### config.mk
export PLATFORM = sky130hd
export DESIGN_NAME = wifi_frame_parser_flat
export DESIGN_NICKNAME = d
export VERILOG_FILES = /design/src/rtl/wifi_frame_parser_if.sv /design/src/rtl/wifi_frame_parser.sv /design/src/flat_wrapper.sv
export SDC_FILE = /design/constraint.sdc
export NUM_CORES = 1
export LEC_CHECK = 0
export ABC_CLOCK_PERIOD_IN_PS = 6200
export CORE_ASPECT_RATIO = 0.75
export CORE_MARGIN = 2
export CORE_UTILIZATION = 40
export CTS_BUF_LIST = sky130_fd_sc_hd__clkbuf_4 sky130_fd_sc_hd__clkbuf_8
export CTS_CLUSTER_DIAMETER = 120
export DETAILED_ROUTE_END_ITERATION = 6
export PLACE_DENSITY_LB_ADDON = 0.12
export SLEW_MARGIN = 10
export SYNTH_ARGS = -nofsm -noshare
export SYNTH_HDL_FRONTEND = slang
export SYNTH_SLANG_ARGS = --single-unit
### constraint.sdc
create_clock -name sys_clk -period 6.2 [get_ports sys_clk]
set_input_delay 1.24 -clock sys_clk [delete_from_list [all_inputs] [get_ports sys_clk]]
set_output_delay 1.24 -clock sys_clk [all_outputs]
set_load 0.02 [all_outputs]
### src/rtl/wifi_frame_parser_if.sv
// -----------------------------------------------------------------------------
// wifi_frame_parser_if
//   Byte-in / command-out bundle for the WiFi link frame parser.
//   master : byte source (UART receiver side) plus command consumer.
//   slave  : the parser itself.
// Signals
//   pi_data   [7:0]  received byte, valid when pi_flag=1
//   pi_flag          single-cycle byte strobe
//   cmd_code  [7:0]  command byte of last valid frame
//   cmd_data  [31:0] payload, byte i at [8i+7:8i], unused bytes 0
//   cmd_len   [2:0]  payload length of last valid frame
//   cmd_valid        1-cycle pulse, new cmd_* values valid
//   frame_err        1-cycle pulse, frame dropped
// -----------------------------------------------------------------------------
interface wifi_frame_parser_if;
   logic [7:0]  pi_data;
   logic        pi_flag;
   logic [7:0]  cmd_code;
   logic [31:0] cmd_data;
   logic [2:0]  cmd_len;
   logic        cmd_valid;
   logic        frame_err;

   modport master (
      output pi_data, pi_flag,
      input  cmd_code, cmd_data, cmd_len, cmd_valid, frame_err
   );

   modport slave (
      input  pi_data, pi_flag,
      output cmd_code, cmd_data, cmd_len, cmd_valid, frame_err
   );
endinterface

### src/rtl/wifi_frame_parser.sv
// -----------------------------------------------------------------------------
// wifi_frame_parser
//   Decodes frames HDR | CMD | LEN | PAYLOAD[LEN] | SUM from a strobed byte
//   stream and emits one validated command per frame. SUM is the 8-bit
//   wraparound sum of CMD, LEN and all payload bytes.
// Ports
//   sys_clk    system clock
//   sys_rst_n  asynchronous reset, active low
//   bus        wifi_frame_parser_if.slave (pi_data/pi_flag in, cmd_* out)
// Parameters
//   HEADER      frame start byte
//   MAX_LEN     largest payload accepted (1..4)
//   TIMEOUT_CYC inter-byte timeout in sys_clk cycles
// Build option
//   FRAME_TIMEOUT_EN : when defined, a partial frame is dropped with frame_err
//   after TIMEOUT_CYC cycles without a byte; otherwise it waits indefinitely.
// -----------------------------------------------------------------------------
module wifi_frame_parser #(
   parameter logic [7:0] HEADER      = 8'hA5,
   parameter int         MAX_LEN     = 4,
   parameter int         TIMEOUT_CYC = 50_000
) (
   input  logic              sys_clk,
   input  logic              sys_rst_n,
   wifi_frame_parser_if.slave bus
);

   if (MAX_LEN < 1 || MAX_LEN > 4 || TIMEOUT_CYC < 2 || TIMEOUT_CYC > 131072) begin : g_param_check
      $error("wifi_frame_parser: parameter out of range");
   end

   typedef enum logic [2:0] {IDLE, CMD, LEN, DATA, SUM} state_t;

   state_t      state, state_nxt;
   logic [7:0]  cmd_r, cmd_nxt;
   logic [7:0]  sum_r, sum_nxt;
   logic [2:0]  len_r, len_nxt;
   logic [1:0]  idx_r, idx_nxt;
   logic [31:0] pay_r, pay_nxt;
   logic [7:0]  code_r, code_nxt;
   logic [2:0]  olen_r, olen_nxt;
   logic [31:0] data_r, data_nxt;
   logic        valid_r, valid_nxt;
   logic        err_r, err_nxt;
   logic        timeout;

`ifdef FRAME_TIMEOUT_EN
   logic [16:0] idle_cnt;

   // A strobe in the expiry cycle takes priority over the timeout.
   assign timeout = (state != IDLE) && !bus.pi_flag &&
                    (idle_cnt == 17'(TIMEOUT_CYC - 1));

   always_ff @(posedge sys_clk or negedge sys_rst_n) begin
      if (!sys_rst_n)
         idle_cnt <= '0;
      else if (state == IDLE || bus.pi_flag || timeout)
         idle_cnt <= '0;
      else
         idle_cnt <= idle_cnt + 17'd1;
   end
`else
   assign timeout = 1'b0;
`endif

   always_comb begin
      state_nxt = state;
      cmd_nxt   = cmd_r;
      sum_nxt   = sum_r;
      len_nxt   = len_r;
      idx_nxt   = idx_r;
      pay_nxt   = pay_r;
      code_nxt  = code_r;
      olen_nxt  = olen_r;
      data_nxt  = data_r;
      valid_nxt = 1'b0;
      err_nxt   = 1'b0;

      if (timeout) begin
         err_nxt   = 1'b1;
         state_nxt = IDLE;
      end else if (bus.pi_flag) begin
         case (state)
            IDLE: begin
               // Non-header bytes between frames are silently dropped.
               if (bus.pi_data == HEADER) begin
                  state_nxt = CMD;
                  sum_nxt   = '0;
                  pay_nxt   = '0;
                  idx_nxt   = '0;
               end
            end
            CMD: begin
               cmd_nxt   = bus.pi_data;
               sum_nxt   = bus.pi_data;
               state_nxt = LEN;
            end
            LEN: begin
               len_nxt = bus.pi_data[2:0];
               sum_nxt = sum_r + bus.pi_data;
               if (bus.pi_data > 8'(MAX_LEN)) begin
                  err_nxt   = 1'b1;
                  state_nxt = IDLE;
               end else if (bus.pi_data == 8'd0) begin
                  state_nxt = SUM;
               end else begin
                  state_nxt = DATA;
               end
            end
            DATA: begin
               pay_nxt[{idx_r, 3'b000} +: 8] = bus.pi_data;
               sum_nxt = sum_r + bus.pi_data;
               idx_nxt = idx_r + 2'd1;
               if ({1'b0, idx_r} == len_r - 3'd1)
                  state_nxt = SUM;
            end
            SUM: begin
               // Output registers only move on a good checksum.
               if (bus.pi_data == sum_r) begin
                  valid_nxt = 1'b1;
                  code_nxt  = cmd_r;
                  olen_nxt  = len_r;
                  data_nxt  = pay_r;
               end else begin
                  err_nxt = 1'b1;
               end
               state_nxt = IDLE;
            end
            default: state_nxt = IDLE;
         endcase
      end
   end

   always_ff @(posedge sys_clk or negedge sys_rst_n) begin
      if (!sys_rst_n) begin
         state   <= IDLE;
         cmd_r   <= '0;
         sum_r   <= '0;
         len_r   <= '0;
         idx_r   <= '0;
         pay_r   <= '0;
         code_r  <= '0;
         olen_r  <= '0;
         data_r  <= '0;
         valid_r <= 1'b0;
         err_r   <= 1'b0;
      end else begin
         state   <= state_nxt;
         cmd_r   <= cmd_nxt;
         sum_r   <= sum_nxt;
         len_r   <= len_nxt;
         idx_r   <= idx_nxt;
         pay_r   <= pay_nxt;
         code_r  <= code_nxt;
         olen_r  <= olen_nxt;
         data_r  <= data_nxt;
         valid_r <= valid_nxt;
         err_r   <= err_nxt;
      end
   end

   assign bus.cmd_code  = code_r;
   assign bus.cmd_len   = olen_r;
   assign bus.cmd_data  = data_r;
   assign bus.cmd_valid = valid_r;
   assign bus.frame_err = err_r;

endmodule

### src/flat_wrapper.sv
// flat-port wrapper written by rule: the top's interface ports become plain ports
module wifi_frame_parser_flat 
#(
   parameter logic [7:0] HEADER      = 8'hA5,
   parameter int         MAX_LEN     = 4,
   parameter int         TIMEOUT_CYC = 50_000
)
  (sys_clk, sys_rst_n, bus_pi_data, bus_pi_flag, bus_cmd_code, bus_cmd_data, bus_cmd_len, bus_cmd_valid, bus_frame_err);
  wifi_frame_parser_if bus_i ();
  input  logic sys_clk;
  input  logic sys_rst_n;
  input wire logic [$bits(bus_i.pi_data)-1:0] bus_pi_data;
  input wire logic [$bits(bus_i.pi_flag)-1:0] bus_pi_flag;
  output wire logic [$bits(bus_i.cmd_code)-1:0] bus_cmd_code;
  output wire logic [$bits(bus_i.cmd_data)-1:0] bus_cmd_data;
  output wire logic [$bits(bus_i.cmd_len)-1:0] bus_cmd_len;
  output wire logic [$bits(bus_i.cmd_valid)-1:0] bus_cmd_valid;
  output wire logic [$bits(bus_i.frame_err)-1:0] bus_frame_err;
  assign bus_i.pi_data = bus_pi_data;
  assign bus_i.pi_flag = bus_pi_flag;
  assign bus_cmd_code = bus_i.cmd_code;
  assign bus_cmd_data = bus_i.cmd_data;
  assign bus_cmd_len = bus_i.cmd_len;
  assign bus_cmd_valid = bus_i.cmd_valid;
  assign bus_frame_err = bus_i.frame_err;
  wifi_frame_parser #(.HEADER(HEADER), .MAX_LEN(MAX_LEN), .TIMEOUT_CYC(TIMEOUT_CYC)) u_core (.sys_clk(sys_clk), .sys_rst_n(sys_rst_n), .bus(bus_i));
endmodule
==> flow_metrics.py <==
metrics = {
    "timing": {
        "drv_slew": 0,
        "max_slew_margin": 0.299,
        "finalSetupViolations": 0,
        "finalHoldViolations": 0,
        "fin_crit_sh": 0.668,
        "fin_skew_ns": 0.0133,
        "min_period_ns": 4.14,
        "fin_setup_tns_ns": 0,
        "worst_pin_slew_ns": 1.05,
        "rsz0062_at_grt": "no",
        "max_freq_ghz": 0.242,
    },
    "min_path": {
        "hold_class": "register to register",
    },
    "setup_path": {
        "crit_buf_inv": 1,
        "startpoint_type": "input port",
        "cp_top_family": "simple AND/OR/NAND/NOR gates",
        "critPathArrivalTime_ns": 4.39,
        "slowest_stage": "or4_2",
        "endpoint_kind": "register",
        "critPathRequiredTime_ns": 6.45,
        "critPathMaxStageDelay_ns": 1.14,
        "path_cells": "clkdlybuf4s50_1, ha_1, nor4_1, nand3_1, or4_2, mux2_2",
        "cp_max_fo": 44,
        "crit_type": "input port to register",
    },
    "drt": {
        "drc": 0,
        "vias_per_cell": 5.17,
        "ant_nets": 0,
        "vias": 3167,
        "avgRoutedWirePerCell_um": 16.6,
        "first_pass_iters": 4,
        "drt-initial-drc-count": 219,
        "drt-total-wl_mm": 10.2,
    },
    "clocking": {
        "clock_path_buffers": 2,
        "cts_made_buffers": 9,
        "hold_buffers": 0,
        "cts_resized": 0,
        "clock-root-buffer": "clkbuf_8",
        "htreeDepth": 3,
        "cts_setup_buffers": 0,
        "cts_sinks": 101,
        "clk_pin_slew_ns": 0.09,
        "worstSkewPairLatency_ns": 0.37,
        "cts_tree": "built",
    },
    "finish": {
        "fillCellCount": 1068,
        "diodes": 0,
        "drive_gt1_frac": 0.255,
        "fin_nets": 471,
        "area.growth.synth_to_final_pct": 18.5,
    },
    "global_routing": {
        "grtUsageMet3": 0.0478,
        "grt_pass1_vias": 3072,
        "gr-usage-met2": 0.227,
        "grt_pass1_wl_mm": 16.6,
        "antenna_found_initial": 0,
        "grt_overflow": 0,
        "grt-busiest-layer": "met1",
        "use_met1": 0.261,
        "grt_usage": 0.168,
        "grt_max_degree": 79,
    },
    "placement": {
        "gp_congestion": 0.777,
        "hpwl_mm": 7.13,
        "io_buffer_count": 55,
    },
    "yosys": {
        "synth_edf_count": 0,
        "netlist_top_cells_area": "dfrtp_1 (53%), mux2_2 (20%), ha_1 (3.4%)",
        "synthArstFlopShare": 1.00,
        "synth_area_sq_um": 4810,
        "synth_nets": 420,
        "synth_ff_type": "dfrtp_1",
        "yosys_warnings": 0,
        "netlist.area_leader.share": 0.525,
        "syn_avg_cell_area_sq_um": 12.2,
        "synth_top_area_cell": "dfrtp_1",
        "ys_ff_latch": 101,
        "synthDistinctLibCells": 52,
        "synthTopCellsByCount": "dfrtp_1 (101), mux2_2 (86), nor2_1 (36)",
        "ys_seq_area_frac": 0.525,
        "synth.most_common_cell": "dfrtp_1",
        "synth_cells": 395,
    },
    "die": {
        "start_util": 0.413,
        "die_height_um": 99.0,
        "coreArea_sq_um": 11700,
        "row_count": 34,
        "die-area_sq_um": 12900,
        "dieWidth_um": 131,
        "pin_count": 56,
    },
    "pwr": {
        "finalPower_w": 0.00181,
        "p_leak_nw": 2.63,
        "irDropWorstVdd_v": 0.000129,
        "power_density_nw_per_um2": 318,
    },
    "job": {
        "maxCapViolCount": 0,
    },
    "outcome": {
        "status": "completed",
    },
}
==> worst min-delay path, cell delays in order, from the launching register on <==
cell	delay [ns]
dfrtp_1	0.36
nand2_1	0.05
o21ai_0	0.06
==> per-stage QoR <==
step	cells	setup WS, ns	utilization	hold WS, ns	instance area [sq um]
3_5_place_dp	597	1.63	0.472	0.483	5500
4_1_cts	613	2.06	0.489	0.505	5700
6_report	613	2.06	0.489	0.498	5700
5_1_grt	613	1.87	0.489	0.526	5700
2_1_floorplan	395	3.06	-	0.446	4810
3_3_place_gp	597	1.74	0.472	0.473	5500
==> cells in the final DEF, fill, tap and decap left out, drive strengths merged, types with 4 or more instances in the layout <==
master,count
a21o,4
a211oi,4
nand2b,6
inv,14
clkdlybuf4s50,54
a21oi,12
nand2,18
and2,5
nor3,5
clkbuf,11
o31ai,5
nand3,5
nor2b,4
mux2,87
nor2,36
o21ai,12
dfrtp,101
ha,13
==> where the power goes <==
group          total [W]  internal [W]  switching [W]
Sequential      0.000812      0.000740      0.0000717
Clock           0.000430      0.000203       0.000226
Combinational   0.000571      0.000247       0.000325
Total            0.00181       0.00119       0.000623
==> path summary, 6_finish.rpt <==
kind | depth (start not counted) | end | slack [ns] | from
setup reg to reg | 5 | u_core.bus.cmd_data[30] | 3.27 | u_core.sum_r[6]
setup / recovery | 6 | u_core.bus.cmd_data[30] | 2.06 | bus_pi_data[1]
hold reg to reg | 2 | u_core.cmd_r[1] | 0.50 | u_core.cmd_r[1]
max in group asynchronous | 2 | u_core.pay_r[6] | 4.17 | sys_rst_n
hold / removal | 2 | u_core.cmd_r[1] | 0.50 | u_core.cmd_r[1]
min in group asynchronous | 1 | u_core.bus.cmd_data[16] | 0.74 | sys_rst_n
==> per-layer routing <==
| metal | up-vias | routed length (um) |
|---|---|---|
| met5 | - | 0 |
| met4 | 0 | 122 |
| met3 | 11 | 515 |
| met2 | 78 | 4270 |
| met1 | 1570 | 5300 |
| li1 | 1508 | - |
==> logic make-up after synthesis <==
logic type	after synthesis	synth area share
adders and majority gates	14	0.0380
and+or+nand+nor	97	0.102
buffers and inverters	30	0.0263
AOI/OAI and AO/OA	60	0.0931
xor gates and xnor gates	5	0.00910
DFF	101	0.525
muxes	88	0.206
==> state kept, by name, indices dropped and copies added, names as in the netlist <==
register and count:
u_core.bus.cmd_valid 1, u_core.bus.frame_err 1, u_core.pay_r 32, u_core.bus.cmd_code 8
u_core.idx_r 2, u_core.bus.cmd_len 3, u_core.state 3, u_core.len_r 3
u_core.cmd_r 8, u_core.sum_r 8, u_core.bus.cmd_data 32
==> area by class of cell <==
cell class,count,area (sq um),area share
clock buffer,11,145,0.0254
multi-input combinational,264,2160,0.379
inverter,13,48.8,0.00855
tap,162,203,0.0355
clock inverter,5,57.6,0.0101
sequential,101,2530,0.443
timing repair buffer,57,563,0.0987
Note: power is estimated with default switching activity, not from simulation.
